[src/rtl/touch_reader.sv]
// XPT2046-style touch controller reader: debounced pen detect,
// periodic 48-clock X/Y conversion frames over SPI mode 0.
module touch_reader #(
  parameter int CLKS_PER_HALF_SCLK = 8,
  parameter int DEBOUNCE_CYCLES    = 1024,
  parameter int SAMPLE_INTERVAL    = 65536
) (
  input  logic        i_Clk,
  input  logic        i_Rst_L,
  input  logic        i_Penirq_L,
  input  logic        i_Miso,
  output logic        o_Sclk,
  output logic        o_Mosi,
  output logic        o_Cs_L,
  output logic        o_Touch,
  output logic        o_Sample_Valid,
  output logic [11:0] o_X,
  output logic [11:0] o_Y
);

  localparam int HW = $clog2(CLKS_PER_HALF_SCLK);
  localparam int DW = $clog2(DEBOUNCE_CYCLES + 1);
  localparam int IW = $clog2(SAMPLE_INTERVAL + 1);

  localparam logic [HW-1:0] H_LAST   = HW'(CLKS_PER_HALF_SCLK - 1);
  localparam logic [DW-1:0] DB_LAST  = DW'(DEBOUNCE_CYCLES - 1);
  localparam logic [IW-1:0] IV_LAST  = IW'(SAMPLE_INTERVAL - 1);
  localparam logic [IW-1:0] MASK_CYC = IW'(2 * CLKS_PER_HALF_SCLK);

  // Whole-frame DIN pattern, edge 1 in bit 47
  localparam logic [47:0] FRAME_CMD =
    {8'hD0, 16'h0000, 8'h90, 16'h0000};

  typedef enum logic [2:0] {
    IDLE,
    PRESS_DB,
    CS_SETUP,
    SHIFT,
    CS_HOLD,
    REPORT,
    INTERVAL,
    RELEASE_DB
  } state_t;

  state_t        state_q;
  logic          meta_q;
  logic          sync_q;
  logic [DW-1:0] db_cnt_q;
  logic [HW-1:0] hcnt_q;
  logic [5:0]    bit_q;
  logic [IW-1:0] int_cnt_q;
  logic [47:0]   cmd_q;
  logic [11:0]   x_sr_q;
  logic [11:0]   y_sr_q;
  logic          sclk_q;
  logic          mosi_q;
  logic          cs_q;
  logic          touch_q;
  logic          valid_q;
  logic [11:0]   x_q;
  logic [11:0]   y_q;

  logic          pen_down;
  logic          masked;
  logic          in_x;
  logic          in_y;
  logic [IW-1:0] int_cnt_d;

  always_ff @(posedge i_Clk or negedge i_Rst_L) begin
    if (!i_Rst_L) begin
      meta_q <= 1'b1;
      sync_q <= 1'b1;
    end else begin
      meta_q <= i_Penirq_L;
      sync_q <= meta_q;
    end
  end

  always_comb begin
    pen_down  = ~sync_q;
    masked    = int_cnt_q < MASK_CYC;
    in_x      = (bit_q >= 6'd9) && (bit_q <= 6'd20);
    in_y      = (bit_q >= 6'd33) && (bit_q <= 6'd44);
    int_cnt_d = int_cnt_q;
    if (int_cnt_q != IV_LAST) begin
      int_cnt_d = int_cnt_q + 1'b1;
    end
  end

  always_ff @(posedge i_Clk or negedge i_Rst_L) begin
    if (!i_Rst_L) begin
      state_q   <= IDLE;
      db_cnt_q  <= '0;
      hcnt_q    <= '0;
      bit_q     <= '0;
      int_cnt_q <= '0;
      cmd_q     <= '0;
      x_sr_q    <= '0;
      y_sr_q    <= '0;
      sclk_q    <= 1'b0;
      mosi_q    <= 1'b0;
      cs_q      <= 1'b1;
      touch_q   <= 1'b0;
      valid_q   <= 1'b0;
      x_q       <= '0;
      y_q       <= '0;
    end else begin
      valid_q <= 1'b0;
      unique case (state_q)
        IDLE: begin
          if (pen_down) begin
            state_q  <= PRESS_DB;
            db_cnt_q <= '0;
          end
        end
        PRESS_DB: begin
          if (!pen_down) begin
            state_q <= IDLE;
          end else if (db_cnt_q == DB_LAST) begin
            touch_q <= 1'b1;
            state_q <= CS_SETUP;
            cs_q    <= 1'b0;
            hcnt_q  <= '0;
            mosi_q  <= FRAME_CMD[47];
            cmd_q   <= {FRAME_CMD[46:0], 1'b0};
          end else begin
            db_cnt_q <= db_cnt_q + 1'b1;
          end
        end
        CS_SETUP: begin
          if (hcnt_q == H_LAST) begin
            state_q <= SHIFT;
            hcnt_q  <= '0;
            bit_q   <= '0;
            sclk_q  <= 1'b0;
          end else begin
            hcnt_q <= hcnt_q + 1'b1;
          end
        end
        SHIFT: begin
          if (hcnt_q != H_LAST) begin
            hcnt_q <= hcnt_q + 1'b1;
          end else begin
            hcnt_q <= '0;
            if (!sclk_q) begin
              // Rising edge: DOUT is sampled before SCLK goes high
              sclk_q <= 1'b1;
              if (in_x) begin
                x_sr_q <= {x_sr_q[10:0], i_Miso};
              end
              if (in_y) begin
                y_sr_q <= {y_sr_q[10:0], i_Miso};
              end
            end else begin
              sclk_q <= 1'b0;
              if (bit_q == 6'd47) begin
                state_q <= CS_HOLD;
                mosi_q  <= 1'b0;
              end else begin
                bit_q  <= bit_q + 1'b1;
                mosi_q <= cmd_q[47];
                cmd_q  <= {cmd_q[46:0], 1'b0};
              end
            end
          end
        end
        CS_HOLD: begin
          if (hcnt_q == H_LAST) begin
            cs_q      <= 1'b1;
            state_q   <= REPORT;
            int_cnt_q <= '0;
            if ((x_sr_q != 12'd0) && (y_sr_q != 12'd0)) begin
              x_q     <= x_sr_q;
              y_q     <= y_sr_q;
              valid_q <= 1'b1;
            end
          end else begin
            hcnt_q <= hcnt_q + 1'b1;
          end
        end
        REPORT: begin
          state_q   <= INTERVAL;
          int_cnt_q <= int_cnt_d;
        end
        INTERVAL: begin
          int_cnt_q <= int_cnt_d;
          if (!masked && !pen_down) begin
            state_q  <= RELEASE_DB;
            db_cnt_q <= '0;
          end else if (pen_down && (int_cnt_q == IV_LAST)) begin
            state_q <= CS_SETUP;
            cs_q    <= 1'b0;
            hcnt_q  <= '0;
            mosi_q  <= FRAME_CMD[47];
            cmd_q   <= {FRAME_CMD[46:0], 1'b0};
          end
        end
        RELEASE_DB: begin
          // Interval keeps running so a bounce does not delay polling
          int_cnt_q <= int_cnt_d;
          if (pen_down) begin
            state_q  <= INTERVAL;
            db_cnt_q <= '0;
          end else if (db_cnt_q == DB_LAST) begin
            touch_q  <= 1'b0;
            state_q  <= IDLE;
            db_cnt_q <= '0;
          end else begin
            db_cnt_q <= db_cnt_q + 1'b1;
          end
        end
        default: begin
          state_q <= IDLE;
        end
      endcase
    end
  end

  assign o_Sclk         = sclk_q;
  assign o_Mosi         = mosi_q;
  assign o_Cs_L         = cs_q;
  assign o_Touch        = touch_q;
  assign o_Sample_Valid = valid_q;
  assign o_X            = x_q;
  assign o_Y            = y_q;

endmodule
[config.mk]
export PLATFORM = sky130hd
export DESIGN_NAME = touch_reader
export DESIGN_NICKNAME = d
export VERILOG_FILES = /design/src/rtl/touch_reader.sv
export SDC_FILE = /design/constraint.sdc
export NUM_CORES = 1
export LEC_CHECK = 0
export ABC_CLOCK_PERIOD_IN_PS = 2900
export CAP_MARGIN = 20
export CORE_MARGIN = 2
export CORE_UTILIZATION = 54
export DETAILED_ROUTE_END_ITERATION = 8
export GPL_TIMING_DRIVEN = 0
export PLACE_DENSITY = 0.81
export SLEW_MARGIN = 25
export SYNTH_ARGS = -nofsm -noshare
export SYNTH_HDL_FRONTEND = slang
export SYNTH_SLANG_ARGS = --single-unit
[constraint.sdc]
create_clock -name i_Clk -period 2.9 [get_ports i_Clk]
set_input_delay 0.435 -clock i_Clk [delete_from_list [all_inputs] [get_ports i_Clk]]
set_output_delay 0.435 -clock i_Clk [all_outputs]
set_load 0.01 [all_outputs]
[Word-level counts from Yosys, hierarchy flattened]
Cells that the tools add are included.
Word-level totals
  register bits: 143
  logic and storage cells: 158
Operators by class
  add/sub/neg operators: 4
  $lt $le $gt $ge: 5
  equal/unequal tests: 33
  muxes and demuxes: 66
  bitwise operators: 3
  reductions and logical operators: 30
Operator list (number)
  48-bit two-way mux: 7
  48-bit case mux with 3 select lines: 1
  11-bit two-way mux: 6
  3-bit two-way mux: 18
  11-bit case mux with 4 select lines: 1
  17-bit two-way mux: 2
  17-bit case mux with 2 select lines: 1
  2-bit != test (second input constant): 16
  6-bit two-way mux: 4
  3-bit case mux with 8 select lines: 1
  12-bit nonzero test: 2
  1-bit two-way mux: 19
  17-bit by 1-bit adder with 17-bit output (second input constant): 1
  17-bit by 16-bit equality test with 1-bit output (second input constant): 1
  17-bit by 5-bit < comparator with 1-bit output (second input constant): 1
  17-bit by 16-bit != test with 1-bit output (second input constant): 1
  3-bit equality test (second input constant): 5
  3-bit case mux with 5 select lines: 1
  5-bit AND reduction: 3
  3-bit != test (second input constant): 4
  6-bit case mux with 2 select lines: 1
  6-bit AND reduction: 2
  11-bit by 1-bit adder with 11-bit output (second input constant): 1
  11-bit by 10-bit equality test with 1-bit output (second input constant): 1
  other kinds (26): 41

[Depth between registers and ports, before layout]
  word-level depth: 5
  gate-level depth with buffers: 10
  gate-level depth less buffers: 9

[Worst setup path before layout]
OpenSTA, ideal clock, no wires.
  path type: register -> register
  start point: register int_cnt_q[4]
  end point: register cmd_q[40]
  setup time: 0.121 ns
  data arrival time: 2.649 ns
  path slack: 0.130 ns
  stages on the path, launching flop included: 11
  path buffers: 1
  cells stage by stage: dfrtp_1 > nand4_1 > nor3_1 > and3_1 > ha_1 > and3b_1 > o21ai_0 > a222oi_1 > o21ai_2 > buf_6 > a22o_1
Between the ends
  word-level cells in the longest chain between the ends: 5
Ends and longest elaborated chain
  start: declaration: line 51  | logic [IW-1:0] int_cnt_q;
  start signal: assignment: line 183  | int_cnt_q <= int_cnt_d;
  start signal: assignment: line 186  | int_cnt_q <= int_cnt_d;
  start signal: assignment: line 200  | int_cnt_q <= int_cnt_d;
  17-bit by 5-bit < comparator with 1-bit output: line 81  | masked = int_cnt_q < MASK_CYC;
  1-bit logical NOT: line 187  | if (!masked && !pen_down) begin
  1-bit logical AND: line 187
  2-bit != test (no source line)
  8-bit AND reduction (no source line) *
  end signal: assignment: line 125  | cmd_q <= {FRAME_CMD[46:0], 1'b0};
  end signal: assignment: line 162  | cmd_q <= {cmd_q[46:0], 1'b0};
  end signal: assignment: line 195  | cmd_q <= {FRAME_CMD[46:0], 1'b0};
  end: declaration: line 52  | logic [47:0] cmd_q;
Every way passes the cells marked *; elsewhere a longest branch is shown, timed or not.
A chain may end at the register's enable or synchronous reset.

[Worst setup path in the final report]
Same ends and word-level chain as after synthesis.

==> impl_metrics.tcl <==
set metrics [dict create \
    max_freq_ghz 0.3641 \
    routed_wirelength_mm 11.75 \
    path_delay_family "simple AND/OR/NAND/NOR gates" \
    port_buffers 32 \
    clk_path_buf_depth 2 \
    post-place-ws_ps -417.6 \
    cp_slowest_cell "dfrtp_1" \
    avgRoutedWirePerCell_um 16.57 \
    ys_ff_latch 122 \
    die_w_um 106.7 \
    hp-class "input port to register" \
    std_cell_rows 37 \
    postRouteAntennaNets 0 \
    dp_hpwl_mm 7.728 \
    chipHeight_um 106.7 \
    postSynth.asyncResetShare 1.000 \
    syn_inst 505 \
    synthTopCellsByArea "dfrtp_1 (52%), mux2_2 (9.1%), a22o_1 (4.5%), ha_1 (2.6%), nor2_1 (2.4%)" \
    firstDrtPassIters 5 \
    initial_core_util 0.5538 \
    cts_sinks 122 \
    irDropWorstVdd_mv 0.4222 \
    drc 0 \
    io_pins 33 \
    slew_headroom 0.5178 \
    drive_above_1_share 0.1885 \
    critPathRequiredTime_ps 3310 \
    fin_util 0.6645 \
    synth_top_area_frac 0.5232 \
    cp.buffers_inverters 2 \
    yosysSeqAreaShare 0.5370 \
    area_growth_pct 19.98 \
    synth_area_per_cell_um2 11.27 \
    multi_input_area_mm2 0.002466 \
    cts.clk_slew.worst_paths_ps 60 \
    ys_types 58 \
    gp_congestion 0.9105 \
    nets 576 \
    num_vias 4189 \
    path_cells "nand4_1, nor3_4, and3_1, ha_1, and3b_1, o21ai_0, a222oi_1, buf_4, o21ai_2, buf_6, a22o_1" \
    cts_tree "built" \
    cts_htree_levels 4 \
    stdcell_area_mm2 0.006829 \
    slew_violations 0 \
    synth_warnings 0 \
    ys.flop_type "dfrtp_1" \
    critPathKind "register to register" \
    min_period_over_period 0.9469 \
    setup_slack_ps 153.9 \
    run_status "completed" \
    gr-total-overflow 0 \
    synth_fp_nets 521 \
    synth_top_area_cell "dfrtp_1" \
    antenna_found_initial 0 \
    arrival_ps 3160 \
    ff_latch_area_mm2 0.003057 \
    track_usage 0.2264 \
    power_uw 4682 \
    first_global_vias 4243 \
    drv_cap 0 \
    grt_max_degree 74 \
    cts_made_buffers 17 \
    crit_path_end_kind "register" \
    finalHoldViolCount 0 \
    synth_edf_count 0 \
    grt_setup_unrepaired "no" \
    core_mm2 0.01028 \
    final_cell_mix "dfrtp_1 (119), mux2_2 (46), nor2_1 (36)" \
    cp_slowest_stage_delay_ps 440 \
    drt_iter0_drc 364 \
    fin_skew_ps 11.44 \
    final_common_cell "dfrtp_1" \
    placed_area_mm2 0.006211 \
    antenna_cells 0 \
    viasPerCell 5.908 \
    leakagePower_uw 0.003153 \
    setup_violations 0 \
    num-fill-cells 794 \
    powerDensity_mw_per_mm2 685.7 \
    worstSetupStartpointType "register" \
    tightest_slew_ps 719.0 \
    dieArea_mm2 0.01138 \
    clock_latency_ps 530 \
    syn_area_mm2 0.005692 \
    post-route-min-period_ps 2746 \
    clk_root_buffer_cell "clkbuf_8" \
    grt_pass1_wl_mm 20.31 \
    cp_max_fo 10 \
]
cell type report:
| type | count | area share |
|---|---|---|
| Buffer | 22 | 0.01539 |
| Clock buffer | 17 | 0.06064 |
| Clock inverter | 15 | 0.02455 |
| Inverter | 20 | 0.01099 |
| Multi-Input combinational cell | 341 | 0.3611 |
| Sequential cell | 122 | 0.4476 |
| Tap cell | 136 | 0.02492 |
| Timing Repair Buffer | 36 | 0.05478 |
kinds of logic (layout without fill, tap and decap cells):
group                    Yosys count  count (layout)  synth area share
multiplexers                      52              52            0.1024
flip-flops                       122             122            0.5370
XOR/XNOR                          16              16           0.02462
adder cells (fa/ha/maj)           12              12           0.02638
AND/OR/NAND/NOR                  151             151            0.1365
buffers and inverters             42             110           0.03165
AO/OA/AOI/OAI                    110             110            0.1414
repair_timing:
action / 4_1_cts / 5_1_grt
hold endpoints to repair: 47 / 0
buffers inserted: 2 / 0
hold buffers: 1 / 0
gates cloned: 0 / 0
endpoints found under the setup margin: 27 / 20
pin swaps: 1 / 1
resized for setup: 1 / 1
layer usage:
metal / track usage / wire (um) / up-vias
met2: 0.3585 / 5641 / 142
met1: 0.2962 / 5237 / 2064
met4: 0.07699 / 163 / 0
met3: 0.07173 / 705 / 14
met5: 0 / 0 / -
li1: - / - / 1969
metrics by stage:
stage | setup TNS, ps | hold slack, ps | std cells
after floorplan | 0 | 139.4 | 505
after global placement | -380510 | 347.4 | 673
after detailed placement | -9552 | 347.3 | 674
after CTS | 0 | 299.1 | 709
after global routing | 0 | 298.0 | 709
final | 0 | 312.2 | 709
flip-flops by register name (all words and copies together) (netlist names):
register,count
meta_q,1
x_sr_q,12
o_X,12
o_Mosi,1
o_Cs_L,1
cmd_q,27
hcnt_q,3
o_Sample_Valid,1
o_Sclk,1
int_cnt_q,17
sync_q,1
o_Y,12
bit_q,6
o_Touch,1
y_sr_q,12
state_q,3
db_cnt_q,11
power breakdown:
group          internal (uW)  switching (uW)
Clock                   1240             831
Sequential              1760            44.4
Combinational            286             527
cell usage after synthesis, types with 6 or more instances:
cell / n
dfrtp_1: 119
mux2_2: 46
nor2_1: 36
nand2_1: 30
a22o_1: 29
o21ai_0: 22
inv_1: 18
nand3_1: 17
a21oi_1: 14
nor3_1: 14
ha_1: 12
clkbuf_1: 11
nor4_1: 11
xor2_1: 11
nand4_1: 8
and3_1: 6
buf_2: 6
o31ai_1: 6
worst paths after layout:
| check | start | end | slack (ps) | depth (start not counted) |
|---|---|---|---|---|
| min in group asynchronous | i_Rst_L | int_cnt_q[12] | 420 | 2 |
| hold / removal | i_Penirq_L | meta_q | 310 | 1 |
| max in group asynchronous | i_Rst_L | o_Cs_L | 1750 | 3 |
| setup / recovery | int_cnt_q[4] | cmd_q[40] | 150 | 11 |
| setup reg to reg | int_cnt_q[4] | cmd_q[40] | 150 | 11 |
| hold reg to reg | meta_q | sync_q | 360 | 0 |
Note: power is estimated with default switching activity, not from simulation.
